`src/rtl/input_stream_fetcher_pkg.sv`:
```
// input_fetch_pkg: shared FSM states and SRAM controller constants for the stream fetchers.
package input_fetch_pkg;
  typedef enum logic [1:0] {IDLE, FETCH, DRAIN, FINISH} fetch_state_e;
  localparam int RD_LATENCY = 1;
  localparam int BANK_WORDS = 2048;
endpackage

```
`src/rtl/input_stream_fetcher_if.sv`:
```
// input_stream_fetcher_if: SRAM read port and PE-array output stream of the input fetcher.
interface input_stream_fetcher_if #(parameter int ADDR_W = 32, parameter int DATA_W = 64) ();
  logic [ADDR_W-1:0] sram_r_addr;
  logic sram_r_en;
  logic [DATA_W-1:0] sram_r_d;
  logic sram_d_ready;
  logic [DATA_W-1:0] out_data;
  logic out_valid;
  logic out_ready;
  modport master (output sram_r_addr, sram_r_en, out_data, out_valid, input sram_r_d, sram_d_ready, out_ready);
  modport slave (input sram_r_addr, sram_r_en, out_data, out_valid, output sram_r_d, sram_d_ready, out_ready);
endinterface

```
`src/rtl/input_stream_fetcher_sync_fifo.sv`:
```
// sync_fifo: power-of-two synchronous FIFO with occupancy count, no bypass.
module sync_fifo #(parameter int DATA_W = 64, parameter int DEPTH = 4) (
  input logic clock,
  input logic reset,
  input logic push,
  input logic pop,
  input logic [DATA_W-1:0] wdata,
  output logic [DATA_W-1:0] rdata,
  output logic full,
  output logic empty,
  output logic [$clog2(DEPTH):0] count
);
  localparam int AW = $clog2(DEPTH);
  logic [DATA_W-1:0] mem [DEPTH];
  logic [AW-1:0] wp, rp;
  logic do_push, do_pop;
  assign full = count == (AW+1)'(DEPTH);
  assign empty = count == '0;
  assign do_pop = pop && !empty;
  assign do_push = push && (!full || do_pop);
  assign rdata = mem[rp];
  always_ff @(posedge clock) if (do_push) mem[wp] <= wdata;
  always_ff @(posedge clock) begin
    if (reset) begin
      wp <= '0;
      rp <= '0;
      count <= '0;
    end else begin
      wp <= wp + AW'(do_push);
      rp <= rp + AW'(do_pop);
      count <= count + (AW+1)'(do_push) - (AW+1)'(do_pop);
    end
  end
endmodule

```
`src/rtl/input_stream_fetcher.sv`:
```
// input_stream_fetcher: credit-throttled sequential SRAM reader feeding a valid/ready stream.
module input_stream_fetcher import input_fetch_pkg::*; #(
  parameter int ADDR_W = 32,
  parameter int DATA_W = 64,
  parameter int LEN_W = 16,
  parameter int FIFO_DEPTH = 4
) (
  input logic clock,
  input logic reset,
  input logic start,
  input logic [ADDR_W-1:0] base_addr,
  input logic [LEN_W-1:0] num_words,
  output logic busy,
  output logic done,
  input_stream_fetcher_if.master sif
);
  localparam int CW = $clog2(FIFO_DEPTH);
  fetch_state_e state, next_state;
  logic [ADDR_W-1:0] base_q;
  logic [LEN_W-1:0] len_q, issued;
  logic [CW:0] in_flight, fifo_count;
  logic fifo_full, fifo_empty, accept, issue, ret, pop;
  assign ret = sif.sram_d_ready && in_flight != '0;
  assign pop = sif.out_valid && sif.out_ready;
  assign busy = state != IDLE || done;
  assign sif.out_valid = !fifo_empty;
  always_ff @(posedge clock) state <= reset ? IDLE : next_state;
  // done is registered, so the IDLE cycle carrying it still counts as busy
  always_comb begin
    accept = 1'b0;
    issue = 1'b0;
    next_state = state;
    accept = state == IDLE && !done && start;
    issue = state == FETCH && issued != len_q && !fifo_full &&
            ({1'b0, fifo_count} + {1'b0, in_flight}) < (CW+2)'(FIFO_DEPTH);
    next_state = state == IDLE ? (accept ? (num_words == '0 ? FINISH : FETCH) : IDLE) :
                 state == FETCH ? (issued == len_q ? DRAIN : FETCH) :
                 state == DRAIN ? ((in_flight == '0 && fifo_empty) ? FINISH : DRAIN) : IDLE;
  end
  always_ff @(posedge clock) begin
    if (reset) begin
      base_q <= '0;
      len_q <= '0;
      issued <= '0;
      in_flight <= '0;
      done <= 1'b0;
      sif.sram_r_en <= 1'b0;
      sif.sram_r_addr <= '0;
    end else begin
      done <= state == FINISH;
      sif.sram_r_en <= issue;
      if (issue) sif.sram_r_addr <= base_q + ADDR_W'(issued);
      if (accept) begin
        base_q <= base_addr;
        len_q <= num_words;
        issued <= '0;
      end else if (issue) issued <= issued + 1'b1;
      in_flight <= in_flight + (CW+1)'(issue) - (CW+1)'(ret);
    end
  end
  sync_fifo #(.DATA_W(DATA_W), .DEPTH(FIFO_DEPTH)) u_fifo (
    .clock(clock),
    .reset(reset),
    .push(ret),
    .pop(pop),
    .wdata(sif.sram_r_d),
    .rdata(sif.out_data),
    .full(fifo_full),
    .empty(fifo_empty),
    .count(fifo_count)
  );
endmodule

```
`src/flat_wrapper.sv`:
```
// flat-port wrapper written by rule: the top's interface ports become plain ports
module input_stream_fetcher_flat import input_fetch_pkg::*;
#(
  parameter int ADDR_W = 32,
  parameter int DATA_W = 64,
  parameter int LEN_W = 16,
  parameter int FIFO_DEPTH = 4
)
  (clock, reset, start, base_addr, num_words, busy, done, sif_sram_r_addr, sif_sram_r_en, sif_out_data, sif_out_valid, sif_sram_r_d, sif_sram_d_ready, sif_out_ready);
  input_stream_fetcher_if #(.ADDR_W(ADDR_W), .DATA_W(DATA_W)) sif_i ();
  input logic clock;
  input logic reset;
  input logic start;
  input logic [ADDR_W-1:0] base_addr;
  input logic [LEN_W-1:0] num_words;
  output logic busy;
  output logic done;
  output wire logic [$bits(sif_i.sram_r_addr)-1:0] sif_sram_r_addr;
  output wire logic [$bits(sif_i.sram_r_en)-1:0] sif_sram_r_en;
  output wire logic [$bits(sif_i.out_data)-1:0] sif_out_data;
  output wire logic [$bits(sif_i.out_valid)-1:0] sif_out_valid;
  input wire logic [$bits(sif_i.sram_r_d)-1:0] sif_sram_r_d;
  input wire logic [$bits(sif_i.sram_d_ready)-1:0] sif_sram_d_ready;
  input wire logic [$bits(sif_i.out_ready)-1:0] sif_out_ready;
  assign sif_sram_r_addr = sif_i.sram_r_addr;
  assign sif_sram_r_en = sif_i.sram_r_en;
  assign sif_out_data = sif_i.out_data;
  assign sif_out_valid = sif_i.out_valid;
  assign sif_i.sram_r_d = sif_sram_r_d;
  assign sif_i.sram_d_ready = sif_sram_d_ready;
  assign sif_i.out_ready = sif_out_ready;
  input_stream_fetcher #(.ADDR_W(ADDR_W), .DATA_W(DATA_W), .LEN_W(LEN_W), .FIFO_DEPTH(FIFO_DEPTH)) u_core (.clock(clock), .reset(reset), .start(start), .base_addr(base_addr), .num_words(num_words), .busy(busy), .done(done), .sif(sif_i));
endmodule
```
`config.mk`:
```
export PLATFORM = sky130hd
export DESIGN_NAME = input_stream_fetcher_flat
export DESIGN_NICKNAME = d
export VERILOG_FILES = /design/src/rtl/input_stream_fetcher_pkg.sv /design/src/rtl/input_stream_fetcher_if.sv /design/src/rtl/input_stream_fetcher_sync_fifo.sv /design/src/rtl/input_stream_fetcher.sv /design/src/flat_wrapper.sv
export SDC_FILE = /design/constraint.sdc
export NUM_CORES = 1
export LEC_CHECK = 0
export ABC_CLOCK_PERIOD_IN_PS = 8420
export BUFFER_PORTS_ARGS = -buffer_cell sky130_fd_sc_hd__buf_2
export CAP_MARGIN = 20
export CORE_MARGIN = 4
export CORE_UTILIZATION = 35
export DETAILED_ROUTE_END_ITERATION = 7
export HOLD_SLACK_MARGIN = 0.1
export PLACE_DENSITY = 0.5
export SLEW_MARGIN = 20
export SYNTH_ARGS = -nofsm -noshare
export SYNTH_HDL_FRONTEND = slang
export SYNTH_SLANG_ARGS = --single-unit
```
`constraint.sdc`:
```
create_clock -name clock -period 8.42 [get_ports clock]
set_input_delay 1.263 -clock clock [delete_from_list [all_inputs] [get_ports clock]]
set_output_delay 1.263 -clock clock [all_outputs]
set_load 0.02 [all_outputs]
```
# ---- Yosys cells after proc, flatten, opt, wreduce, memory -nomap -nowiden
# Memories as Yosys holds them, arrays and structs flattened. A register that Yosys moved wholly into a read port is not among the register bits.
# Index checks and enable logic that the tools add are counted.
dict set report word_totals {
  ramBits 256
  regBits 110
  out_inout_bits 100
  inputBits 117
  elab_cells 60
  mem_count 1
}
dict set report op_classes {
  addsub 9
  mux 10
  n_eq_ne 6
  magnitude_cmp 1
  n_reduce_logical 22
}
# memory depth width rd rd_ports_with_merged_regs write_ports line
set memory_table {}
lappend memory_table {u_core.u_fifo.mem 4 64 1 1 1 input_stream_fetcher_sync_fifo.sv:14} ;# logic [DATA_W-1:0] mem [DEPTH];
# cell count
set op_table {}
lappend op_table {{adder 32 x 16 -> 32 bit} 1}
lappend op_table {{adder 16 x 1 -> 16 bit (second input constant)} 1}
lappend op_table {{equality test 16 bit} 1}
lappend op_table {{logical NOT 16 bit} 1}
lappend op_table {{inequality test 16 bit} 1}
lappend op_table {{2-to-1 mux 2 bit} 7}
lappend op_table {{logical AND 1 bit} 10}
lappend op_table {{adder 3 x 1 -> 3 bit} 2}
lappend op_table {{logical NOT 3 bit} 2}
lappend op_table {{subtractor 3 x 1 -> 3 bit} 2}
lappend op_table {{adder 2 x 1 -> 2 bit} 2}
lappend op_table {{adder 3 x 3 -> 4 bit} 1}
lappend op_table {{equality test 2 bit (second input constant)} 2}
lappend op_table {{less-than comparator 4 x 3 -> 1 bit (second input constant)} 1}
lappend op_table {{equality test 3 bit (second input constant)} 1}
lappend op_table {{logical NOT 1 bit} 3}
lappend op_table {{2-to-1 mux 1 bit} 3}
lappend op_table {{nonzero test 3 bit} 1}
lappend op_table {{equality test 2 x 1 -> 1 bit (second input constant)} 1}
lappend op_table {{logical NOT 2 bit} 1}
lappend op_table {{logical OR 1 bit} 2}
lappend op_table {{nonzero test 2 bit} 1}
lappend op_table {{OR reduction 2 bit} 1}

# ---- Longest topological paths before layout
dict set report logic_depth {
  ltp_word 8
  depth_mapped 11
  ltp_nobuf 10
}

# ---- Hierarchy
# A second synthesis with hierarchy kept.
dict set report unflattened {
  cells_unflattened 1012
  area_unflattened_um2 15045.7
}
# mod cells_per_inst seq_area_each_um2 area_each_um2 instances
set modules_own_cells {}
lappend modules_own_cells {sync_fifo 371 7827.5 9705.6 1}
lappend modules_own_cells {input_stream_fetcher 641 2062.0 5340.1 1}

# ---- Least setup slack after synthesis
# OpenSTA, ideal clock, no wires.
dict set report synth_path {
  path_type {input to register}
  startpoint {in sif_sram_d_ready}
  endpoint {mem u_core.u_fifo.mem[0][0] (enable)}
  t_required_ps 7842
  path_buffers 0
  slack_ps 1484
  setup_time_ps 578
  path_stages 3
  t_arrival_ps 6358
  path_cell_list {nand2b_1 > a31oi_1 > nor3b_1}
}
dict set report synth_between {
  elab_chain_cells 4
}
# item line
set synth_lines {}
lappend synth_lines {{start: declaration} flat_wrapper.sv:23} ;# input wire logic [$bits(sif_i.sram_d_ready)-1:0] sif_sram_d_ready;
lappend synth_lines {{logical AND 1 bit} input_stream_fetcher.sv:23} ;# assign ret = sif.sram_d_ready && in_flight != '0;
lappend synth_lines {{logical AND 1 bit} input_stream_fetcher_sync_fifo.sv:20} ;# assign do_push = push && (!full || do_pop);
lappend synth_lines {{2-to-1 mux 1 bit} input_stream_fetcher_sync_fifo.sv:22} ;# always_ff @(posedge clock) if (do_push) mem[wp] <= wdata;
lappend synth_lines {{2-to-1 mux 1 bit (implied by the code)} input_stream_fetcher_sync_fifo.sv:22}
lappend synth_lines {{end: declaration} input_stream_fetcher_sync_fifo.sv:14}
# No other way between the ends.

==> tab_implementation.tex <==
\begin{tabular}{lr}
\hline
Metric & Value \\
\hline
\multicolumn{2}{l}{\textbf{Clock tree}} \\
Source-to-sink clock delay at the later pin of the worst-skew pair & $\sim$0.55 ns \\
Clock Tree Buf Depth & 3 \\
Post-cts gate resize count & 0 \\
Number of H-tree branching levels & 2 \\
Clock transition at the register clock pins on the worst setup and hold paths after CTS & 0.06 ns \\
Number of hold-repair buffers added at the cts stage & 0 \\
Setup fix buffers added after clock tree synthesis & 0 \\
Clock tree from TritonCTS & built \\
CTS sink count & roughly 370 \\
Number of buffers added by the clock tree synthesis step & 41 \\
CTS Root Cell & sky130\_fd\_sc\_hd\_\_clkbuf\_16 \\
\multicolumn{2}{l}{\textbf{Min path}} \\
Worst min path class & reg2reg \\
Worst hold path stage count & 2 \\
\multicolumn{2}{l}{\textbf{Floorplanning}} \\
I/O pin count & 217 \\
Y dimension of the die & 215 µm \\
Initial Utilization & 0.356 \\
Area of the die & 0.0461 mm² \\
Standard-cell rows & 75 \\
Placeable core region & 0.0420 mm² \\
X dimension of the die & 215 µm \\
\multicolumn{2}{l}{\textbf{Logic synthesis}} \\
Adder-cell share of the synthesized area & 0.0241 \\
Proportion of synthesized area in mux cells & 0.0972 \\
Area contributors post-synth & sky130\_fd\_sc\_hd\_\_edfxtp\_1, sky130\_fd\_sc\_hd\_\_dfxtp\_1, sky130\_fd\_sc\_hd\_\_mux4\_2 \\
Post-synthesis sequential area ratio & 0.662 \\
Warnings, synthesis & 0 \\
Number of distinct library cell variants in the gate-level netlist after synthesis & 66 \\
Syn\_nets & 1200 \\
Post-synthesis compound-gate area fraction & 0.0764 \\
Area share of and/or/nand/nor cells after synthesis & 0.0953 \\
Synth Area in XOR/XNOR & 0.0270 \\
Synthesized cell area & 0.0149 mm² \\
Number of enable flip-flop cells after synthesis & between 200 and 300 \\
Synth Area per Inst & between 10 and 15 µm² \\
Share of Yosys cell area claimed by the top area cell type & 0.514 \\
Cell count after synthesis & 1056 \\
Top FF cell, synth & sky130\_fd\_sc\_hd\_\_edfxtp\_1 \\
Proportion of register bits with asynchronous set or reset after synthesis & 0 \\
Yosys reg bits & 366 \\
Library cell with the largest summed area after synthesis & sky130\_fd\_sc\_hd\_\_edfxtp\_1 \\
Combinational family with the most area after synthesis & multiplexers \\
\multicolumn{2}{l}{\textbf{Final layout}} \\
Most frequent cells in the layout & sky130\_fd\_sc\_hd\_\_edfxtp\_1, sky130\_fd\_sc\_hd\_\_buf\_2, sky130\_fd\_sc\_hd\_\_nand2\_1, sky130\_fd\_sc\_hd\_\_dfxtp\_1, sky130\_fd\_sc\_hd\_\_a21oi\_1 \\
Storage element area & 0.00990 mm² \\
Fraction of final layout cells with drive strength greater than 1 & 0.282 \\
Area Overhead vs Synth & 19.5\% \\
Layout Nets & 1419 \\
Leading cell type in the layout, fill and taps excluded & sky130\_fd\_sc\_hd\_\_edfxtp\_1 \\
Fill cell total of the finished layout & 3933 \\
Cell area after layout & 0.0179 mm² \\
Multi-input gate area & slightly below 0.005 mm² \\
\multicolumn{2}{l}{\textbf{Global routing}} \\
Number of global-route vias before repair & around 9600 \\
Number of antenna violations at the first check in global routing & 1 \\
Maximum number of pins on one net before global-route repair & 71 \\
Global-route wire length before repair & 56.1 mm \\
Global route overflow & 0 \\
Aggregate global-route resource usage & 0.152 \\
\multicolumn{2}{l}{\textbf{Critical path}} \\
Maximum fanout along the worst path & 33 \\
Slowest Stage Delay on Critical Path & 0.79 ns \\
Signal arrival time at the worst endpoint & 2.83 ns \\
Crit start category & flop \\
Slowest cell on the critical path & sky130\_fd\_sc\_hd\_\_dfxtp\_4 \\
Buf+Inv Stages, Crit Path & 2 \\
Category of the most critical setup path & reg2out \\
Kind of end point of the critical path & primary output \\
CP delay by family, top & buffers and inverters \\
Depth of the worst register-to-register path & 9 \\
Cells along the critical path & buf\_4, mux4\_2, buf\_2 \\
Data required time at the worst endpoint & 7.16 ns \\
Instance count on the critical path & 3 \\
\multicolumn{2}{l}{\textbf{Route}} \\
Detail-routed net length per standard cell & between 15 and 20 µm \\
Routed length on met3 & approximately 2.0 mm \\
Met1 layer wirelength in the final routing & 16.3 mm \\
First-pass iteration count of the detailed router & 5 \\
Drc violations & 0 \\
Post-Route WL & 35.0 mm \\
Post-DRT Antenna Nets & 0 \\
Top routing layer in use & met4 \\
Violation count after the first detailed-route iteration & 570 \\
Detailed-route via count & approximately 9400 \\
Vias per Instance & slightly above 5 \\
Routed wl met2 & 16.2 mm \\
\multicolumn{2}{l}{\textbf{Placement}} \\
Number of buffers inserted by port buffering & 216 \\
Global placement routability congestion & 0.774 \\
Estimated wirelength of the detail-placed design & 23.0 mm \\
Placed standard-cell area & 0.0166 mm² \\
Setup slack at placement & 4.78 ns \\
\multicolumn{2}{l}{\textbf{Run status}} \\
Result of the run & completed \\
\multicolumn{2}{l}{\textbf{STA}} \\
Summed negative setup slack over all endpoints & 0 ns \\
Number of max-slew violations in the final report & 0 \\
Maximum achievable frequency & 245 MHz \\
Unrepaired setup endpoints after global routing & false \\
Maximum clock skew at final layout & between 0.01 and 0.015 ns \\
\# setup viols final & 0 \\
Fin crit share & 0.486 \\
Final period demand of the worst path & slightly above 4 ns \\
Final setup slack of the worst path & 4.33 ns \\
Tightest slew margin relative to the limit & 0.314 \\
Worst Max-Slew Pin Slew & between 1 and 1.5 ns \\
Number of failing hold endpoints at the final stage & 0 \\
\multicolumn{2}{l}{\textbf{Power and ir drop}} \\
IR drop worst, VDD & 0.129 mV \\
Power density relative to cell area & between 200 and 300 mW/mm² \\
Static leakage & 6.42 nW \\
\multicolumn{2}{l}{\textbf{Job}} \\
MaxCap Viol Count & 0 \\
\hline
\end{tabular}
final cells by class:
cell class / instances / share of cell area
Antenna cell: 1 / 0.000140
Clock buffer: 55 / 0.0633
Clock inverter: 13 / 0.00617
Inverter: 16 / 0.00336
Multi-Input combinational cell: 621 / 0.269
Sequential cell: 366 / 0.554
Tap cell: 539 / 0.0378
Timing Repair Buffer: 229 / 0.0661
through the flow:
| step | utilization | hold slack [ns] | std cells | power, mW |
|---|---|---|---|---|
| final | 0.425 | 0.451 | 1840 | 5.15 |
| after global routing | 0.425 | 0.473 | 1839 | 5.43 |
| after CTS | 0.425 | 0.454 | 1839 | 5.25 |
| after detailed placement | 0.395 | 0.447 | 1771 | 3.57 |
| after global placement | 0.395 | 0.439 | 1771 | 3.56 |
| after floorplan | - | 0.440 | 1056 | 3.15 |
layer usage:
metal,GRT usage,vias up
met4,0.0341,0
met1,0.215,4577
met2,0.241,263
met3,0.0368,43
li1,-,4477
met5,0,-
power by group:
| part | switching [mW] | internal (mW) | total [mW] |
|---|---|---|---|
| Sequential | 0.127 | 2.15 | 2.28 |
| Combinational | 0.722 | 0.501 | 1.22 |
| Clock | 0.681 | 0.970 | 1.65 |
| Total | 1.53 | 3.62 | 5.15 |
final timing paths:
| check | from | to | slack [ns] |
|---|---|---|---|
| setup / recovery | u_core.u_fifo.rp[0] | sif_out_data[3] | 4.33 |
| hold / removal | u_core.sif.sram_r_addr[6] | u_core.sif.sram_r_addr[6] | 0.45 |
| setup reg to reg | u_core.u_fifo.count[2] | u_core.in_flight[1] | 4.84 |
| hold reg to reg | u_core.sif.sram_r_addr[6] | u_core.sif.sram_r_addr[6] | 0.45 |
cells in the mapped netlist, types with 8 or more instances:
library cell	number
sky130_fd_sc_hd__ha_1	24
sky130_fd_sc_hd__dfxtp_1	110
sky130_fd_sc_hd__nand4_1	10
sky130_fd_sc_hd__clkbuf_1	38
sky130_fd_sc_hd__buf_1	9
sky130_fd_sc_hd__nor4_1	11
sky130_fd_sc_hd__a21oi_1	86
sky130_fd_sc_hd__inv_1	15
sky130_fd_sc_hd__nand2_1	143
sky130_fd_sc_hd__a211oi_1	18
sky130_fd_sc_hd__nor2_1	57
sky130_fd_sc_hd__xor2_1	29
sky130_fd_sc_hd__nor3_1	11
sky130_fd_sc_hd__mux4_2	64
sky130_fd_sc_hd__nand3_1	20
sky130_fd_sc_hd__o211ai_1	8
sky130_fd_sc_hd__edfxtp_1	256
sky130_fd_sc_hd__xnor2_1	17
sky130_fd_sc_hd__o21ai_0	15
sky130_fd_sc_hd__and3_1	9
cells by family after synthesis:
| logic type | after synthesis |
|---|---|
| AOI/OAI and AO/OA | 177 |
| xor gates and xnor gates | 46 |
| adders and majority gates | 27 |
| buffers and inverters | 69 |
| DFF | 366 |
| muxes | 65 |
| and+or+nand+nor | 306 |
registers in the layout, summed over array words and instances, names as in the netlist:
register	cells
u_core.u_fifo.rp	2
u_core.issued	16
u_core.in_flight	3
u_core.u_fifo.count	3
u_core.base_q	32
u_core.sif.sram_r_addr	32
u_core.u_fifo.wp	2
u_core.sif.sram_r_en	1
u_core.u_fifo.mem	256
u_core.done	1
u_core.state	2
u_core.len_q	16
worst reg2reg max path, stage by stage, from the launching register on:
cell	delay, ns
sky130_fd_sc_hd__dfxtp_1	0.41
sky130_fd_sc_hd__ha_1	0.26
sky130_fd_sc_hd__or4b_4	0.52
sky130_fd_sc_hd__nor3_4	0.57
sky130_fd_sc_hd__nand2_2	0.13
sky130_fd_sc_hd__inv_2	0.44
sky130_fd_sc_hd__buf_4	0.39
sky130_fd_sc_hd__ha_1	0.21
sky130_fd_sc_hd__fa_1	0.40
sky130_fd_sc_hd__nor2b_1	0.13
Power figures use the tool's default switching activity.
